`src/rtl/tc_bus_target.sv`:
```
// TC-bus memory target: combinational address acknowledge, in-order request
// queue, and a delayed completion engine that answers the queue head.
module tc_bus_target #(
    parameter int TC_AWIDTH   = 8,
    parameter int TC_DWIDTH   = 8,
    parameter int MAX_PENDING = 4,
    parameter int RESP_DELAY  = 2
) (
    input  logic                 clk_bus,
    input  logic                 rst_n,
    input  logic                 tc_req,
    input  logic                 tc_rnw,
    input  logic [TC_AWIDTH-1:0] tc_addr,
    input  logic [TC_DWIDTH-1:0] tc_wdata,
    input  logic                 resp_stall,
    output logic                 tc_aack,
    output logic                 tc_rack,
    output logic                 tc_wack,
    output logic [TC_DWIDTH-1:0] tc_rdata,
    output logic [2:0]           pending_cnt
);
    localparam int            PW    = (MAX_PENDING > 1) ? $clog2(MAX_PENDING) : 1;
    localparam int            QD    = 1 << PW;
    localparam int            MD    = 1 << TC_AWIDTH;
    localparam logic [2:0]    MP    = 3'(MAX_PENDING);
    localparam logic [2:0]    DLY   = 3'(RESP_DELAY);
    localparam logic [PW-1:0] PLAST = PW'(MAX_PENDING - 1);

    typedef enum logic [1:0] {S_IDLE, S_WAIT, S_RESP} state_t;

    state_t               r_state;
    logic [2:0]           r_dcnt;
    logic [2:0]           r_cnt;
    logic [PW-1:0]        r_wptr;
    logic [PW-1:0]        r_rptr;
    logic                 r_q_rnw   [QD];
    logic [TC_AWIDTH-1:0] r_q_addr  [QD];
    logic [TC_DWIDTH-1:0] r_q_wdata [QD];
    logic [TC_DWIDTH-1:0] r_mem     [MD];

    logic                 w_push;
    logic                 w_pop;
    logic                 w_arm;
    logic                 w_h_rnw;
    logic [TC_AWIDTH-1:0] w_h_addr;
    logic [TC_DWIDTH-1:0] w_h_wdata;

    // Occupancy is compared before any same-cycle pop, so a completing head
    // never frees its slot early.
    assign tc_aack   = tc_req && (r_cnt < MP);
    assign w_push    = tc_aack;
    assign w_pop     = (r_state == S_RESP);
    assign w_h_rnw   = r_q_rnw[r_rptr];
    assign w_h_addr  = r_q_addr[r_rptr];
    assign w_h_wdata = r_q_wdata[r_rptr];

    // A new head is armed either by a push into an empty queue or by a pop
    // that leaves something behind (an entry already queued, or one pushed now).
    assign w_arm = ((r_state == S_IDLE) && w_push) ||
                   (w_pop && ((r_cnt > 3'd1) || w_push));

    assign tc_rack     = w_pop && w_h_rnw;
    assign tc_wack     = w_pop && !w_h_rnw;
    assign tc_rdata    = tc_rack ? r_mem[w_h_addr] : '0;
    assign pending_cnt = r_cnt;

    always_ff @(posedge clk_bus or negedge rst_n) begin
        if (!rst_n) begin
            r_state <= S_IDLE;
            r_dcnt  <= '0;
        end else if (w_arm) begin
            r_dcnt  <= DLY;
            r_state <= (RESP_DELAY == 0 && !resp_stall) ? S_RESP : S_WAIT;
        end else begin
            case (r_state)
                S_WAIT: begin
                    if (!resp_stall) begin
                        if (r_dcnt <= 3'd1) begin
                            r_dcnt  <= '0;
                            r_state <= S_RESP;
                        end else begin
                            r_dcnt <= r_dcnt - 3'd1;
                        end
                    end
                end
                S_RESP:  r_state <= S_IDLE;
                default: r_state <= r_state;
            endcase
        end
    end

    always_ff @(posedge clk_bus or negedge rst_n) begin
        if (!rst_n) begin
            r_cnt  <= '0;
            r_wptr <= '0;
            r_rptr <= '0;
        end else begin
            if (w_push)
                r_wptr <= (r_wptr == PLAST) ? '0 : r_wptr + 1'b1;
            if (w_pop)
                r_rptr <= (r_rptr == PLAST) ? '0 : r_rptr + 1'b1;
            if (w_push && !w_pop)
                r_cnt <= r_cnt + 3'd1;
            else if (w_pop && !w_push)
                r_cnt <= r_cnt - 3'd1;
        end
    end

    // Payload storage carries no reset; occupancy alone defines validity.
    always_ff @(posedge clk_bus) begin
        if (w_push) begin
            r_q_rnw[r_wptr]   <= tc_rnw;
            r_q_addr[r_wptr]  <= tc_addr;
            r_q_wdata[r_wptr] <= tc_wdata;
        end
    end

    always_ff @(posedge clk_bus or negedge rst_n) begin
        if (!rst_n) begin
            for (int i = 0; i < MD; i++)
                r_mem[i] <= '0;
        end else if (tc_wack) begin
            r_mem[w_h_addr] <= w_h_wdata;
        end
    end
endmodule
```
`config.mk`:
```
export PLATFORM = sky130hd
export DESIGN_NAME = tc_bus_target
export DESIGN_NICKNAME = d
export VERILOG_FILES = /design/src/rtl/tc_bus_target.sv
export SDC_FILE = /design/constraint.sdc
export NUM_CORES = 2
export LEC_CHECK = 0
export BUFFER_PORTS_ARGS = -buffer_cell sky130_fd_sc_hd__buf_4
export CAP_MARGIN = 10
export CORE_MARGIN = 1.5
export CORE_UTILIZATION = 30
export CTS_BUF_LIST = sky130_fd_sc_hd__clkbuf_2 sky130_fd_sc_hd__clkbuf_4 sky130_fd_sc_hd__clkbuf_8
export CTS_CLUSTER_DIAMETER = 30
export DETAILED_ROUTE_END_ITERATION = 10
export HOLD_SLACK_MARGIN = 0.06
export PLACE_DENSITY = 0.49
export SYNTH_ARGS = -nofsm -noshare
export SYNTH_HDL_FRONTEND = slang
export SYNTH_SLANG_ARGS = --single-unit
```
`constraint.sdc`:
```
create_clock -name clk_bus -period 3.6 [get_ports clk_bus]
set_input_delay 0.72 -clock clk_bus [delete_from_list [all_inputs] [get_ports clk_bus]]
set_output_delay 0.72 -clock clk_bus [all_outputs]
set_load 0.01 [all_outputs]
```
# Yosys cells after proc, flatten, opt, wreduce, memory -nomap -nowiden

Memory sizes are Yosys's and may differ from the RTL's.
Cells that the tools add are included.

Output and inout port bits: 14
Input port bits: 21
Flip-flop bits (word level): 2060
Memories kept: 3
RAM bits: 68

Order comparisons: 5
Multiplexer cells: 21
Reductions and logical operators: 19
Equality and inequality tests: 7
Bitwise operators: 1
Add/sub/neg operators: 5

Memories:

| memory    | words | bits a word | read ports | clocked after memory_dff | write ports | RTL line | RTL |
|---|---|---|---|---|---|---|---|
| r_q_addr  | 4     | 8           | 1          | 0                        | 1           | 37       | `logic [TC_AWIDTH-1:0] r_q_addr [QD];` |
| r_q_wdata | 4     | 8           | 1          | 0                        | 1           | 38       | `logic [TC_DWIDTH-1:0] r_q_wdata [QD];` |
| r_q_rnw   | 4     | 1           | 1          | 0                        | 1           | 36       | `logic r_q_rnw [QD];` |

Operators by type and width:

| cell                                                            | number |
|---|---|
| bitwise mux 2048 bit                                            | 1 |
| binary-select mux 8 bit (select 8 bit)                          | 1 |
| demux 8 bit (select 8 bit)                                      | 1 |
| 2-to-1 mux 8 bit                                                | 4 |
| 2-to-1 mux 3 bit                                                | 6 |
| 2-to-1 mux 2 bit                                                | 5 |
| greater-or-equal comparator 9 bit (second input constant)       | 1 |
| < comparator 9 x 1 -> 1 bit (second input constant)             | 1 |
| inverter 8 -> 9 bit                                             | 1 |
| logical AND 1 bit                                               | 8 |
| equality test 2 bit (second input constant)                     | 3 |
| != test 3 bit (second input constant)                           | 2 |
| subtractor 3 x 1 -> 3 bit (second input constant)               | 2 |
| adder 2 x 1 -> 2 bit (second input constant)                    | 2 |
| one-hot mux 2 bit (2 select lines)                              | 1 |
| nonzero test 2 bit                                              | 2 |
| adder 3 x 1 -> 3 bit (second input constant)                    | 1 |
| greater-than comparator 3 x 1 -> 1 bit (second input constant)  | 1 |
| less-or-equal comparator 3 x 1 -> 1 bit (second input constant) | 1 |
| zero test 1 bit                                                 | 3 |
| < comparator 3 bit (second input constant)                      | 1 |
| AND reduction 3 bit                                             | 1 |
| nonzero test 3 bit                                              | 1 |
| equality test 2 x 1 -> 1 bit (second input constant)            | 1 |
| 5 further kinds                                                 | 7 |

# Longest topological paths before layout

Depth after elaboration: 7
Depth in mapped cells: 15

# Least setup slack after synthesis

Ideal clock, no wire load.

Path type: register to output
Start point: reg r_rptr[0]
End point: out tc_rdata[7]
Stages on the path, launching flop included: 15
Buffers on the path: 8
Path slack: -0.135 ns
Required time: 2.880 ns
Data arrival time: 3.015 ns
Cells stage by stage: dfrtp_1 -> buf_6 -> buf_6 -> mux4_2 -> buf_6 -> buf_6 -> buf_6 -> buf_6 -> buf_4 -> buf_2 -> nand3_1 -> a21oi_1 -> nor4_1 -> a31oi_1 -> o41ai_1

Cells in the longest elaborated chain, start to end: 6
Elaborated cells on any way between the ends: 8
Classes of those cells: mux: 4; bitwise: 1; reduce/logical: 1; memory: 2

Ends and longest elaborated chain:

| what                                                 | RTL line | RTL |
|---|---|---|
| start, declared                                      | 35       | `logic [PW-1:0] r_rptr;` |
| start signal, assigned                               | 101      | `r_rptr <= (r_rptr == PLAST) ? '0 : r_rptr + 1'b1;` |
| memory read (4 x 8 bit)                              | --       |  |
| inverter 8 -> 9 bit (not written as such)            | 64       | `assign tc_rdata = tc_rack ? r_mem[w_h_addr] : '0;` |
| binary-select mux 8 bit (select 8 bit)               | 64       |  |
| 2-to-1 mux 8 bit (not written as such) (2 in series) | 64       |  |
| 2-to-1 mux 8 bit *                                   | 64       |  |
| end, declared                                        | 19       | `output logic [TC_DWIDTH-1:0] tc_rdata,` |

Mark *: on every way between the ends. The rest lies on a longest branch, timed or not. The select of a mux whose other input is x is not followed.

# Worst setup path after layout

Same ends and word-level chain as after synthesis.

==> metrics.csv <==
stage,metric,value,unit
clock_tree,CTS tree,built,
logic_synthesis,Mapped Area,0.0949,sq mm
grt,GRT Total Usage,24.6,%
logic_synthesis,top cell type's share of synthesized area,54.3,%
setup_path,CP Data Required Time,2.88,ns
logic_synthesis,Synth Area per Inst,9.94,sq um
timing,final worst-path cycle share,164,%
floorplanning,die area,0.320,sq mm
grt,number of global-route vias before repair,79200,
final_layout,"commonest non-fill, non-tap cell in the layout",nand2_1,
pwr,Clock Power Share,32.2,%
timing,Slew Limit Fails,0,
route,Vias per Instance,5.26,
timing,Worst Tran Pin Value,1.25,ns
setup_path,Crit Path Max Fanout,6,
pwr,peak supply drop,0.00129,V
clock_tree,CTS buffer count,523,
logic_synthesis,post-synth net total,9582,
logic_synthesis,number of synthesized register bits,2128,
placement,Inst Count DP,14100,
final_layout,final net count,10600,
pwr,switching power,0.0424,W
floorplanning,Die Wd,565,um
final_layout,Layout area overhead,31.1,%
clock_tree,Max Root-Sink Buffers,4,
logic_synthesis,sequential-to-total area share from yosys stat,56.5,%
route,DR pass1 iterations,6,
clock_tree,Clock Latency Late Sink,1.06,ns
placement,Placed Area,0.109,sq mm
setup_path,crit start category,flop,
pwr,LEAKAGE,55.2,nW
final_layout,area of the multi-input gates,0.0399,sq mm
clock_tree,CTS sink cnt,2128,
timing,max frequency,0.170,GHz
floorplanning,core box area,0.315,sq mm
logic_synthesis,Post-Synthesis Cells,9551,
final_layout,post-route cell area,0.124,sq mm
final_layout,Finished Layout Cells,15200,
logic_synthesis,Post-synth ARST share,96.8,%
floorplanning,Rows,206,
logic_synthesis,Main synth FF type,dfrtp_1,
setup_path,r2r setup slk,0.06,ns
setup_path,Worst EP arrival,5.18,ns
clock_tree,CTS H-Tree Depth,6,
placement,post-place setup slack,-2.18,ns
route,DR vias,79800,
pwr,Comb power frac,42.5,%
final_layout,layout cells sized above 1,27.1,%
grt,largest net degree at the start of global routing,170,
grt,antenna violations before repair,29,
hold_path,worst hold path class,input port to async pin,
floorplanning,I/O Pins,35,
pwr,Flop pwr share,25.3,%
outcome,failing checks,setup timing,
clock_tree,Clock transition at path regs,0.06,ns
pwr,P per Cell Area,832,mW/mm^2
setup_path,crit end category,output pin,
setup_path,kind of critical path,flop to output pin,
route,"antenna viol nets, final",0,
outcome,status,finished with violations,
route,DR iter-0 viols,7418,
clock_tree,clk root buf,clkbuf_8,
timing,clock skew,0.0980,ns
pwr,Power Internal,0.0611,W
final_layout,post-layout util,39.5,%
floorplanning,Die Span Y,565,um
logic_synthesis,number of synthesized flops with an enable pin,68,
placement,PortBufs,34,
grt,grt ovf,0,
route,routed len/inst,26.1,um
route,drt drc,0,
timing,min Tclk post-route,5.90,ns
pwr,switching part of the total,41.0,%
timing,Final Hold Viols,0,
logic_synthesis,yosys warns,0,
placement,hpwl dp,263000,um
logic_synthesis,distinct cell type count after synthesis,66,
timing,Final setup viols,8,
route,final wirelength,397000,um
floorplanning,Initial Utilization,30.1,%
final_layout,most frequent cells in the layout,"nand2_1, dfrtp_1, o21ai_0, buf_4, clkbuf_8",
timing,Hold WS,0.229,ns
timing,RSZ-0062 raised after global routing,yes,
grt,first-pass GRT wire length,575000,um
placement,RD Place Congestion,0.941,
job,max-cap viol count,0,
timing,Worst slew margin,16.7,%
logic_synthesis,largest cells by area after synthesis,"dfrtp_1, nand2_1, o21ai_0",
final_layout,Register Area,0.0536,sq mm
final_layout,filler instances,31000,
logic_synthesis,"area leader, netlist",dfrtp_1,
timing,Final WS setup,-2.30,ns
-- path summary, 6_finish.rpt --
path | depth (start not counted) | startpoint | end
setup / recovery | 13 | r_rptr[0]$_DFFE_PN0P_ | tc_rdata[7]
hold / removal | 2 | rst_n | r_mem[1725]$_DFFE_PN0P_
setup reg to reg | 13 | r_rptr[0]$_DFFE_PN0P_ | r_mem[1475]$_DFFE_PN0P_
hold reg to reg | 2 | r_mem[1673]$_DFFE_PN0P_ | r_mem[1673]$_DFFE_PN0P_
max in group asynchronous | 3 | rst_n | r_mem[155]$_DFFE_PN0P_
min in group clk_bus | 3 | tc_req | r_wptr[0]$_DFFE_PN0N_
-- flip-flops by register name, summed over array words and instances, names as in the netlist --
signal,cells
pending_cnt,3
r_dcnt,3
r_mem,2048
r_q_addr,32
r_q_rnw,4
r_q_wdata,32
r_rptr,2
r_state,2
r_wptr,2
-- worst max-delay path: stages, from the launching register on --
cell	delay (ns)
dfrtp_2	0.43
mux4_4	0.76
buf_12	0.21
buf_16	0.16
buf_12	0.14
buf_12	0.13
mux4_2	0.31
mux4_2	0.57
or3_4	0.38
nand3_2	0.06
nand3b_1	0.41
buf_4	0.22
o41ai_4	0.14
buf_4	0.19
-- repair_timing --
| item | CTS | global route |
|---|---|---|
| hold buffers | 19 | 0 |
| pin swaps | 80 | 61 |
| setup buffers | 66 | 33 |
| endpoints found under the setup margin | 1195 | 380 |
| cloned | 15 | 3 |
| endpoints found under the hold margin | 460 | 0 |
| gates resized for setup | 326 | 135 |
-- cells in the mapped netlist, drive strengths merged, types with 9 or more instances --
library cell / instances
nand2: 2709
dfrtp: 2060
o21ai: 1864
clkbuf: 533
mux2: 301
mux2i: 279
buf: 256
a211oi: 219
and2: 197
mux4: 171
nand3: 164
nor2: 115
a31oi: 111
a21oi: 91
edfxtp: 68
o22ai: 53
nor2b: 33
a311oi: 32
a32oi: 32
nor3: 31
nand4: 24
a2111oi: 18
nor4: 18
and3: 15
o221ai: 13
a22oi: 10
ha: 10
o2111ai: 10
o211ai: 10
o21a: 9
o31ai: 9
or4: 9
-- per-stage QoR --
step | TNS [ns] | total power, W
floorplan | -0.0451 | 0.0419
global placement | -126.27 | 0.0650
finish | -17.06 | 0.104
detailed placement | -152.51 | 0.0652
global route | -17.82 | 0.106
CTS | -17.40 | 0.102
-- layer usage --
metal / GRT usage, % / part of all wire (%) / vias to the layer above
met5: 0 / 0.020 / -
met4: 11.0 / 4.8 / 12
met3: 5.15 / 8.0 / 795
met2: 37.4 / 44 / 3241
met1: 33.7 / 43 / 40300
li1: - / - / 35400
-- logic make-up after synthesis --
group	Yosys count	share of synthesized area, %
multiplexers	751	10.6
adder cells (fa/ha/maj)	10	0.132
AO/OA/AOI/OAI	2529	14.8
flip-flops	2128	56.5
AND/OR/NAND/NOR	3334	14.3
buffers and inverters	796	3.64
XOR/XNOR	3	0.0277
-- power by group through the flow --
| stage | clock network [W] | registers, W | logic, W |
|---|---|---|---|
| floorplan | 0 | 0.0263 | 0.0156 |
| global placement | 0 | 0.0265 | 0.0385 |
| detailed placement | 0 | 0.0265 | 0.0386 |
| global route | 0.0351 | 0.0263 | 0.0450 |
| finish | 0.0333 | 0.0262 | 0.0440 |
| CTS | 0.0338 | 0.0262 | 0.0424 |
-- cell type report --
cell class,instances,area share (%)
diodes,26,0.0523
well taps,4160,4.18
clock buffers,707,7.34
flip-flops and latches,2128,43.1
clock inverters,218,2.30
multi-input cells,6627,32.1
inverters,7,0.0211
repair buffers,1312,11.0
Note: power is estimated with default switching activity, not from simulation.
